<file path="config.mk">
export PLATFORM = sky130hd
export DESIGN_NAME = ps2_key_tracker
export DESIGN_NICKNAME = d
export VERILOG_FILES = /design/src/rtl/ps2_pkg.sv /design/src/rtl/Hexadecimal_To_Seven_Segment.sv /design/src/rtl/ps2_key_table.sv /design/src/rtl/ps2_key_tracker.sv
export SDC_FILE = /design/constraint.sdc
export NUM_CORES = 1
export LEC_CHECK = 0
export ABC_AREA = 1
export BUFFER_PORTS_ARGS = -buffer_cell sky130_fd_sc_hd__buf_2
export CAP_MARGIN = 40
export CORE_MARGIN = 1.5
export CORE_UTILIZATION = 61
export DETAILED_ROUTE_END_ITERATION = 8
export PLACE_DENSITY = 0.89
export SKIP_CTS_REPAIR_TIMING = 1
export SYNTH_ARGS = -nofsm -noshare
export SYNTH_HDL_FRONTEND = slang
export SYNTH_HIERARCHICAL = 1
export SYNTH_SLANG_ARGS = --single-unit
export TNS_END_PERCENT = 100
</file>
<file path="constraint.sdc">
create_clock -name CLOCK_50 -period 9.08 [get_ports CLOCK_50]
set_input_delay 1.362 -clock CLOCK_50 [delete_from_list [all_inputs] [get_ports CLOCK_50]]
set_output_delay 1.362 -clock CLOCK_50 [all_outputs]
set_load 0.005 [all_outputs]
</file>
<file path="src/rtl/ps2_pkg.sv">
// Shared types and constants for the PS/2 key tracker: decoder states,
// prefix bytes, bytes the decoder ignores, and the 9-bit key-code type.
package ps2_pkg;

    typedef enum logic [1:0] {
        StIdle,
        StExt,
        StBrk,
        StExtBrk
    } dec_state_e;

    typedef logic [8:0] key_code_t;

    localparam logic [7:0] PREFIX_E0 = 8'hE0;
    localparam logic [7:0] PREFIX_F0 = 8'hF0;

    // Keyboard status/ack bytes that carry no key information.
    localparam int NUM_DISCARD = 6;
    localparam logic [8*NUM_DISCARD-1:0] DISCARD_BYTES =
        {8'hFA, 8'hAA, 8'hEE, 8'hFE, 8'h00, 8'hFF};

    function automatic logic is_discard(input logic [7:0] b);
        logic hit;
        hit = 1'b0;
        for (int i = 0; i < NUM_DISCARD; i++) begin
            if (DISCARD_BYTES[8*i +: 8] == b) hit = 1'b1;
        end
        return hit;
    endfunction

endpackage

</file>
<file path="src/rtl/Hexadecimal_To_Seven_Segment.sv">
// Hex digit to active-low seven-segment pattern (bit order gfedcba).
module Hexadecimal_To_Seven_Segment (
    input  logic [3:0] hex_number,
    output logic [6:0] seven_seg_display
);

    // Pure lookup from nibble to segment pattern.
    always_comb begin
        seven_seg_display = 7'h7F;
        case (hex_number)
            4'h0: seven_seg_display = 7'h40;
            4'h1: seven_seg_display = 7'h79;
            4'h2: seven_seg_display = 7'h24;
            4'h3: seven_seg_display = 7'h30;
            4'h4: seven_seg_display = 7'h19;
            4'h5: seven_seg_display = 7'h12;
            4'h6: seven_seg_display = 7'h02;
            4'h7: seven_seg_display = 7'h78;
            4'h8: seven_seg_display = 7'h00;
            4'h9: seven_seg_display = 7'h18;
            4'hA: seven_seg_display = 7'h08;
            4'hB: seven_seg_display = 7'h03;
            4'hC: seven_seg_display = 7'h46;
            4'hD: seven_seg_display = 7'h21;
            4'hE: seven_seg_display = 7'h06;
            default: seven_seg_display = 7'h0E;
        endcase
    end

endmodule

</file>
<file path="src/rtl/ps2_key_table.sv">
// Held-key table: parallel lookup, lowest-free-slot allocation, in-place
// free (no compaction) and a combinational population count.
module ps2_key_table
    import ps2_pkg::*;
#(
    parameter int NUM_SLOTS = 4
) (
    input  logic                             clk_i,
    input  logic                             rst_ni,
    input  logic                             clr_i,
    input  logic                             alloc_i,
    input  logic                             free_i,
    input  logic [8:0]                       code_i,
    output logic                             hit_o,
    output logic                             full_o,
    output logic [9*NUM_SLOTS-1:0]           held_codes_o,
    output logic [NUM_SLOTS-1:0]             held_valid_o,
    output logic [$clog2(NUM_SLOTS+1)-1:0]   held_count_o
);

    localparam int CW = $clog2(NUM_SLOTS + 1);

    logic [NUM_SLOTS-1:0]   valid_q, valid_d;
    logic [9*NUM_SLOTS-1:0] codes_q, codes_d;
    logic [NUM_SLOTS-1:0]   match;
    logic [NUM_SLOTS-1:0]   alloc_sel;
    logic                   found;
    logic [CW-1:0]          count;

    // Lookup, one-hot lowest free slot, and popcount of occupied slots.
    always_comb begin
        match     = '0;
        alloc_sel = '0;
        found     = 1'b0;
        count     = '0;
        for (int i = 0; i < NUM_SLOTS; i++) begin
            match[i] = valid_q[i] && (codes_q[9*i +: 9] == code_i);
            if (!valid_q[i] && !found) begin
                alloc_sel[i] = 1'b1;
                found        = 1'b1;
            end
            count = count + CW'(valid_q[i]);
        end
    end

    // Next table contents; clear dominates any update from the same byte.
    always_comb begin
        valid_d = valid_q;
        codes_d = codes_q;
        if (clr_i) begin
            valid_d = '0;
            codes_d = '0;
        end else if (alloc_i) begin
            for (int i = 0; i < NUM_SLOTS; i++) begin
                if (alloc_sel[i]) begin
                    valid_d[i]         = 1'b1;
                    codes_d[9*i +: 9]  = code_i;
                end
            end
        end else if (free_i) begin
            for (int i = 0; i < NUM_SLOTS; i++) begin
                if (match[i]) begin
                    valid_d[i]         = 1'b0;
                    codes_d[9*i +: 9]  = '0;
                end
            end
        end
    end

    // Table storage.
    always_ff @(posedge clk_i or negedge rst_ni) begin
        if (!rst_ni) begin
            valid_q <= '0;
            codes_q <= '0;
        end else begin
            valid_q <= valid_d;
            codes_q <= codes_d;
        end
    end

    assign hit_o        = |match;
    assign full_o       = &valid_q;
    assign held_codes_o = codes_q;
    assign held_valid_o = valid_q;
    assign held_count_o = count;

endmodule

</file>
<file path="src/rtl/ps2_key_tracker.sv">
// PS/2 scan-code decoder with held-key tracking.
// Optional macro PS2_TRACKER_HEX_EN drives HEX0..HEX2 with the last event
// code; without it the displays are blanked.
module ps2_key_tracker
    import ps2_pkg::*;
#(
    parameter int NUM_SLOTS   = 4,
    parameter int TIMEOUT_CYC = 50000
) (
    input  logic                             CLOCK_50,
    input  logic                             resetn,
    input  logic                             clr,
    input  logic [7:0]                       ps2_key_data,
    input  logic                             ps2_key_pressed,
    output logic                             ev_valid,
    output logic [8:0]                       ev_code,
    output logic                             ev_make,
    output logic [9*NUM_SLOTS-1:0]           held_codes,
    output logic [NUM_SLOTS-1:0]             held_valid,
    output logic [$clog2(NUM_SLOTS+1)-1:0]   held_count,
    output logic                             overflow,
    output logic [6:0]                       HEX0,
    output logic [6:0]                       HEX1,
    output logic [6:0]                       HEX2
);

    localparam int TW = $clog2(TIMEOUT_CYC + 1);
    localparam logic [TW-1:0] TIMEOUT_LAST = TW'(TIMEOUT_CYC - 1);

    dec_state_e state_q, state_d;
    logic [TW-1:0] tmo_q, tmo_d;
    logic       ev_valid_q, ev_valid_d;
    key_code_t  ev_code_q, ev_code_d;
    logic       ev_make_q, ev_make_d;
    logic       overflow_q, overflow_d;

    logic       dec_valid;
    logic       dec_make;
    key_code_t  dec_code;
    logic       tbl_hit, tbl_full, tbl_alloc, tbl_free;
    logic       emit;

    // Decoder FSM: prefix tracking, event decode, inter-byte timeout.
    always_comb begin
        state_d   = state_q;
        tmo_d     = tmo_q;
        dec_valid = 1'b0;
        dec_make  = 1'b0;
        dec_code  = '0;
        if (ps2_key_pressed) begin
            tmo_d = '0;
            unique case (state_q)
                StIdle: begin
                    if (ps2_key_data == PREFIX_E0) begin
                        state_d = StExt;
                    end else if (ps2_key_data == PREFIX_F0) begin
                        state_d = StBrk;
                    end else if (!is_discard(ps2_key_data)) begin
                        dec_valid = 1'b1;
                        dec_make  = 1'b1;
                        dec_code  = {1'b0, ps2_key_data};
                    end
                end
                StExt: begin
                    if (ps2_key_data == PREFIX_F0) begin
                        state_d = StExtBrk;
                    end else if (ps2_key_data != PREFIX_E0) begin
                        dec_valid = 1'b1;
                        dec_make  = 1'b1;
                        dec_code  = {1'b1, ps2_key_data};
                        state_d   = StIdle;
                    end
                end
                StBrk: begin
                    dec_valid = 1'b1;
                    dec_code  = {1'b0, ps2_key_data};
                    state_d   = StIdle;
                end
                StExtBrk: begin
                    dec_valid = 1'b1;
                    dec_code  = {1'b1, ps2_key_data};
                    state_d   = StIdle;
                end
            endcase
        end else if (state_q != StIdle) begin
            if (tmo_q == TIMEOUT_LAST) begin
                state_d = StIdle;
                tmo_d   = '0;
            end else begin
                tmo_d = tmo_q + TW'(1);
            end
        end
    end

    // Event filtering against the table and sticky overflow.
    always_comb begin
        tbl_alloc  = dec_valid && dec_make && !tbl_hit && !tbl_full && !clr;
        tbl_free   = dec_valid && !dec_make && !clr;
        // Repeated or unplaceable makes are swallowed; clr empties the table
        // so every decoded key on that byte is reported.
        emit       = dec_valid && (clr || !dec_make || (!tbl_hit && !tbl_full));
        ev_valid_d = emit;
        ev_code_d  = emit ? dec_code : ev_code_q;
        ev_make_d  = emit ? dec_make : ev_make_q;
        if (clr) begin
            overflow_d = 1'b0;
        end else begin
            overflow_d = overflow_q || (dec_valid && dec_make && !tbl_hit && tbl_full);
        end
    end

    // Decoder and event state registers.
    always_ff @(posedge CLOCK_50 or negedge resetn) begin
        if (!resetn) begin
            state_q    <= StIdle;
            tmo_q      <= '0;
            ev_valid_q <= 1'b0;
            ev_code_q  <= '0;
            ev_make_q  <= 1'b0;
            overflow_q <= 1'b0;
        end else begin
            state_q    <= state_d;
            tmo_q      <= tmo_d;
            ev_valid_q <= ev_valid_d;
            ev_code_q  <= ev_code_d;
            ev_make_q  <= ev_make_d;
            overflow_q <= overflow_d;
        end
    end

    ps2_key_table #(
        .NUM_SLOTS (NUM_SLOTS)
    ) u_table (
        .clk_i        (CLOCK_50),
        .rst_ni       (resetn),
        .clr_i        (clr),
        .alloc_i      (tbl_alloc),
        .free_i       (tbl_free),
        .code_i       (dec_code),
        .hit_o        (tbl_hit),
        .full_o       (tbl_full),
        .held_codes_o (held_codes),
        .held_valid_o (held_valid),
        .held_count_o (held_count)
    );

    assign ev_valid = ev_valid_q;
    assign ev_code  = ev_code_q;
    assign ev_make  = ev_make_q;
    assign overflow = overflow_q;

`ifdef PS2_TRACKER_HEX_EN
    Hexadecimal_To_Seven_Segment u_hex0 (
        .hex_number        (ev_code_q[3:0]),
        .seven_seg_display (HEX0)
    );
    Hexadecimal_To_Seven_Segment u_hex1 (
        .hex_number        (ev_code_q[7:4]),
        .seven_seg_display (HEX1)
    );
    Hexadecimal_To_Seven_Segment u_hex2 (
        .hex_number        ({3'b000, ev_code_q[8]}),
        .seven_seg_display (HEX2)
    );
`else
    assign HEX0 = 7'h7F;
    assign HEX1 = 7'h7F;
    assign HEX2 = 7'h7F;
`endif

endmodule

</file>
# Word-level counts from Yosys, hierarchy flattened
# Index checks and enable logic that the tools add are counted.
# op_classes
reduce_logical	47
addsub	4
div_mod_pow	0
bitwise	0
eq_ne	22
mux	65
multipliers	0
n_lt_le_gt_ge	0
shifts	0
# op_table
op	n
$mux 36	3
$mux 9	11
$mux 16	3
$eq 8x8->1 const A	5
$eq 9x9->1	4
$pmux 9 s4	1
$mux 1	31
$mux 8	3
$add 16x1->16 const B	1
$eq 16x16->1 const B	1
$eq 8x8->1 const B	2
$logic_and 1x1->1	16
$reduce_bool 3->1	5
$mux 2	7
$mux 4	3
$reduce_and 3->1	4
$logic_not 1->1	9
$ne 3x2->1 const B	3
$logic_not 8->1	1
$ne 4x4->1 const B	2
$ne 8x8->1 const B	1
$reduce_and 4->1	2
$add 3x1->3	2
$pmux 2 s3	1
12 further kinds	17
# word_totals
latchBits	0
input_bits	12
ff_bits	70
ram_bits	0
output_inout_bits	76
mem_count	0
romBits	0

# Depth between registers and ports, before layout
# logic_depth
word_depth	25
ltp_mapped	27
depth_no_buf	26

# Cells and area by module
# Netlist, hierarchy kept.
# modules_own_cells
mod	n_inst	area_each_um2	seq_area_each_um2	cells_each
ps2_key_table	1	2611.3	1001.0	394
ps2_key_tracker	1	2013.2	750.7	273

# Least setup slack after synthesis
# Ideal clock, no wire load.
# synth_path
path_type	input to register
startpoint	in ps2_key_data[5]
endpoint	reg u_table.codes_q[10] (netlist: u_table/held_codes_o[10])
n_path_buf	1
required_ns	9.015
path_stages	22
arrival_time_ns	4.270
setup_slack_ns	4.745
cell_sequence	nand2_1 inv_1 nand2_4 nor2_2 nor2_2 inv_2 a211oi_1 inv_1 o21ai_0 nor2_1 nand2_1 nor3_1 nand3b_1 nor4_1 inv_1 nor2_4 inv_1 or2_0 buf_2 nand2_2 nand2_1 nand2_1
# synth_between
word_cells_on_any_way	59
# synth_lines
element	line	text
start, declared	ps2_key_tracker.sv:13	input logic [7:0] ps2_key_data,
$ne 8x8->1	ps2_key_tracker.sv:67	end else if (ps2_key_data != PREFIX_E0) begin
$mux 9	ps2_key_tracker.sv:67	
$mux 9 (*)	ps2_key_tracker.sv:65	if (ps2_key_data == PREFIX_F0) begin
$pmux 9 s4 (*)	ps2_key_tracker.sv:52	unique case (state_q)
$mux 9 (*)	ps2_key_tracker.sv:50	if (ps2_key_pressed) begin
via dec_code[8]	ps2_key_tracker.sv:39	key_code_t dec_code;
$eq 9x9->1	ps2_key_table.sv:37	match[i] = valid_q[i] && (codes_q[9*i +: 9] == code_i);
$logic_and 1x1->1	ps2_key_table.sv:37	
$reduce_or 4->1 (*)	ps2_key_table.sv:81	assign hit_o = |match;
via tbl_hit	ps2_key_tracker.sv:40	logic tbl_hit, tbl_full, tbl_alloc, tbl_free;
$logic_not 1->1 (*)	ps2_key_tracker.sv:97	tbl_alloc = dec_valid && dec_make && !tbl_hit && !tbl_full && !clr;
$logic_and 1x1->1 (*) (3 in a row)	ps2_key_tracker.sv:97	
via tbl_alloc	ps2_key_tracker.sv:40	
$ne 3x2->1 (no line) (tied with other cells)	n/a	
$reduce_and 3->1 (no line) / $mux 36 (equally long branches)	n/a	
end signal, assigned	ps2_key_table.sv:77	codes_q <= codes_d;
end, declared	ps2_key_table.sv:24	logic [9*NUM_SLOTS-1:0] codes_q, codes_d;
# The timed path passes the listed nets; every way through them passes the cells marked *. The select of a mux whose other input is x is not followed.
# A chain may end at the register's enable or synchronous reset.

# Final worst setup path
# layout_path
startpoint	in ps2_key_data[4]
endpoint	reg u_table.codes_q[18] (netlist: u_table/held_codes_o[18])
# layout_between
elab_chain_cells	25
word_cells_on_any_way	59
# layout_lines
element	line	text
$eq 8x8->1	ps2_pkg.sv:26	if (DISCARD_BYTES[8*i +: 8] == b) hit = 1'b1;
$mux 1 (6 in a row)	ps2_pkg.sv:26	
$mux 1	ps2_key_tracker.sv:56	end else if (ps2_key_data == PREFIX_F0) begin
$mux 1	ps2_key_tracker.sv:54	if (ps2_key_data == PREFIX_E0) begin
$mux 1	ps2_key_tracker.sv:52	
$mux 1	ps2_key_tracker.sv:50	
$mux 8	ps2_key_tracker.sv:58	end else if (!is_discard(ps2_key_data)) begin
$mux 8	ps2_key_tracker.sv:56	
(+3 left out)	n/a	
via dec_code[0]	ps2_key_tracker.sv:39	
(+1 left out)	n/a	
$logic_and 1x1->1	ps2_key_table.sv:37	
$reduce_or 4->1 (*)	ps2_key_table.sv:81	
via tbl_hit	ps2_key_tracker.sv:40	
$logic_not 1->1 (*)	ps2_key_tracker.sv:97	
$logic_and 1x1->1 (*) (3 in a row)	ps2_key_tracker.sv:97	
via tbl_alloc	ps2_key_tracker.sv:40	
$ne 3x2->1 (no line) (tied with other cells)	n/a	
$reduce_and 3->1 (no line) / $mux 36 (equally long branches)	n/a	
# Marks and branches as above.

==> flow_metrics.tcl <==
set metrics [dict create \
    outcome "completed" \
    synthDistinctLibCells 40 \
    grt_max_degree 70 \
    maxCapViolations 0 \
    startpoint_type "input pin" \
    wl_per_cell_um 14.38 \
    synth_area_leaders "dfrtp_1, nand2_1, nand3_1, inv_1, nor2_1" \
    power_leakage_uw 0.002898 \
    clockRootBuffer "clkbuf_8" \
    core_sq_mm 0.007292 \
    diodes 0 \
    antenna_found_initial 0 \
    rsz0062_at_grt "false" \
    vias_per_cell 5.438 \
    dp_hpwl_um 9070 \
    required_ns 9.32 \
    skew_ns 0.01319 \
    crit_fanout 12 \
    netlist.area_leader.share 0.3788 \
    drcViolationCount 0 \
    cts_sinks 70 \
    critical_path_arrival_ns 5.43 \
    min_period_over_period 0.5719 \
    grt_use_total 0.3109 \
    routed.top_layer "met4" \
    io_buffers 66 \
    m1WireLength_um 4858 \
    rows 31 \
    finalWeightedCongestion 0.9359 \
    cts.path.max_buffers 2 \
    ys_warn_count 6 \
    drt-initial-drc-count 403 \
    holdPathEnd "ev_code[5]$_DFFE_PN0P_" \
    synth_edf_count 0 \
    insertion_delay_ns 0.36 \
    cts_tree "built" \
    start_util 0.6342 \
    die_x_um 90.07 \
    cp-end-kind "flop" \
    gr-total-overflow 0 \
    fin_crit_ns 5.193 \
    slew_headroom 0.4123 \
    hold_viol 0 \
    ios 88 \
    hp-class "flop to flop" \
    dpl_worst_slack_ns 3.689 \
    r2r_cells 24 \
    fin_tns_setup_ns 0 \
    fin_cells 841 \
    drive_gt1_frac 0.1846 \
    route.met2.wl_um 5780 \
    syn_area_sq_mm 0.004624 \
    finalHoldWorstSlack_ns 0.4775 \
    grt_pass1_wl_um 20240 \
    r2r-end "u_table/held_codes_o[18]$_DFFE_PN0P_" \
    vdd_drop_max_mv 0.1149 \
    synth-main-ff-cell "dfrtp_1" \
    dieArea_sq_mm 0.008113 \
    setup_ws_ns 3.887 \
    nNetsFinal 756 \
    numCtsBuffers 9 \
    holdPathStages 2 \
    final_max_slew_viol_count 0 \
    async_reset_ff_frac 1.000 \
    r2r_slack_ns 4.86 \
    synth_area_per_cell_sq_um 6.933 \
    drt_first_pass_iters 5 \
    worstSetupPathType "input pin to flop" \
    die_h_um 90.07 \
    h-tree-depth 3 \
    ant_nets 0 \
    power.density_mw_per_mm2 177.9 \
    dr_wl_met3_um 1107 \
    finalSetupViolCount 0 \
    clk_pin_slew_ns 0.08 \
    hp-start "ev_code[5]$_DFFE_PN0P_" \
    place_inst 825 \
    synthCells 667 \
    first_global_vias 4309 \
    via_count 4573 \
    yosysSeqAreaShare 0.3788 \
    wirelength_um 12090 \
    area_growth_syn_to_layout_pct 13.31 \
    timing.fmax_mhz 192.6 \
    worst_slew_pin_slew_ns 0.8756 \
    r2r-start "state_q[0]$_DFFE_PN0P_" \
    ys_ff_latch 70 \
    postLayoutCoreUtil 0.7186 \
    synth_area_leader_cell "dfrtp_1" \
]
[per-stage QoR]
step,instance area [sq um],power (uW)
5_1_grt,5240,976.5
6_report,5240,932.1
4_1_cts,5240,929.5
2_1_floorplan,4700,528.6
3_3_place_gp,4937,581.5
3_5_place_dp,4970,592.0
[sequential cells by signal (all words and copies together) (netlist names)]
name,cells
ev_code,9
ev_valid,1
overflow,1
tmo_q,16
u_table/held_valid_o,4
ev_make,1
state_q,2
u_table/held_codes_o,36
[Yosys cell counts, types with 4 or more instances]
library cell,n
a21oi_1,11
buf_4,24
ha_1,6
dfrtp_1,70
nand4_1,5
nor3_1,17
nand3_1,61
o21ai_0,10
nand2_2,15
nor2_1,63
inv_2,8
nand2_1,237
inv_1,76
nor2_2,7
nor2_4,5
nand2_4,4
xnor2_1,10
[routing by layer]
| metal | vias to the layer above | GRT usage |
|---|---|---|
| met5 | - | 0 |
| li1 | 2168 | - |
| met2 | 275 | 0.5133 |
| met4 | 0 | 0.1217 |
| met3 | 42 | 0.05753 |
| met1 | 2088 | 0.4047 |
[worst max-delay path, cell delays in order]
cell	delay, ns
buf_2	0.13
nand2_1	0.06
inv_1	0.07
nand2_4	0.08
nand2_1	0.08
a21oi_2	0.20
nand3_2	0.09
nand2_2	0.10
nand2_2	0.08
nor2_1	0.54
inv_2	0.13
nand2_1	0.12
nand2_1	0.05
nor2_1	0.14
nand2_1	0.08
nor2_2	0.10
a21oi_1	0.08
nand3b_1	0.14
nor4_1	0.09
inv_1	0.12
nor2_4	0.06
inv_1	0.31
a21oi_1	0.08
a21oi_1	0.65
nand2_2	0.28
nand2_1	0.12
nand2_1	0.06
[power breakdown]
group,total [uW],switching [uW],leakage (uW),internal (uW)
clock network,341,124,0.000132,217
registers,361,25.4,0.000957,336
logic,230,156,0.00181,74.3
total,932,305,0.00290,628
[placed cells by master (no fill, tap or decap), drive strengths merged, types with 3 or more instances in the layout]
master	Yosys	final
a21oi	12	12
buf	29	70
bufinv	0	4
clkbuf	2	10
conb	1	21
dfrtp	70	70
ha	6	6
inv	85	85
nand2	257	257
nand3	64	64
nand4	5	5
nor2	75	75
nor3	19	19
o21ai	16	16
or2	3	3
xnor2	10	10
xor2	3	3
[final cells by class]
type,instances,area (sq um)
fill,604,2052
clock inverter,6,132.6
inverter,85,324.1
clock buffer,10,137.6
sequential,70,1752
multi-input combinational,501,2392
tap,99,123.9
timing repair buffer,70,377.9
[worst max-delay path by stage]
stage / start / end / slack [ns]
after floorplan: ps2_key_data[5] / u_table/held_codes_o[10]$_DFFE_PN0P_ / 4.74
after global placement: ps2_key_data[5] / u_table/held_codes_o[24]$_DFFE_PN0P_ / 3.69
after detailed placement: ps2_key_data[5] / u_table/held_codes_o[18]$_DFFE_PN0P_ / 3.69
after CTS: ps2_key_data[4] / u_table/held_codes_o[18]$_DFFE_PN0P_ / 4.06
after global routing: ps2_key_data[5] / u_table/held_codes_o[22]$_DFFE_PN0P_ / 3.57
final: ps2_key_data[4] / u_table/held_codes_o[18]$_DFFE_PN0P_ / 3.89
[kinds of logic (layout without fill, tap and decap cells)]
| logic type | count (synthesis) | in the layout | synth area share |
|---|---|---|---|
| AND/OR/NAND/NOR | 428 | 428 | 0.4148 |
| adder cells (fa/ha/maj) | 7 | 7 | 0.02056 |
| XOR/XNOR | 13 | 13 | 0.02462 |
| other | 1 | 21 | 0.0008109 |
| flip-flops | 70 | 70 | 0.3788 |
| AO/OA/AOI/OAI | 31 | 31 | 0.03815 |
| buffers and inverters | 116 | 171 | 0.1201 |
| multiplexers | 1 | 1 | 0.002165 |
Note: power is estimated with default switching activity, not from simulation.
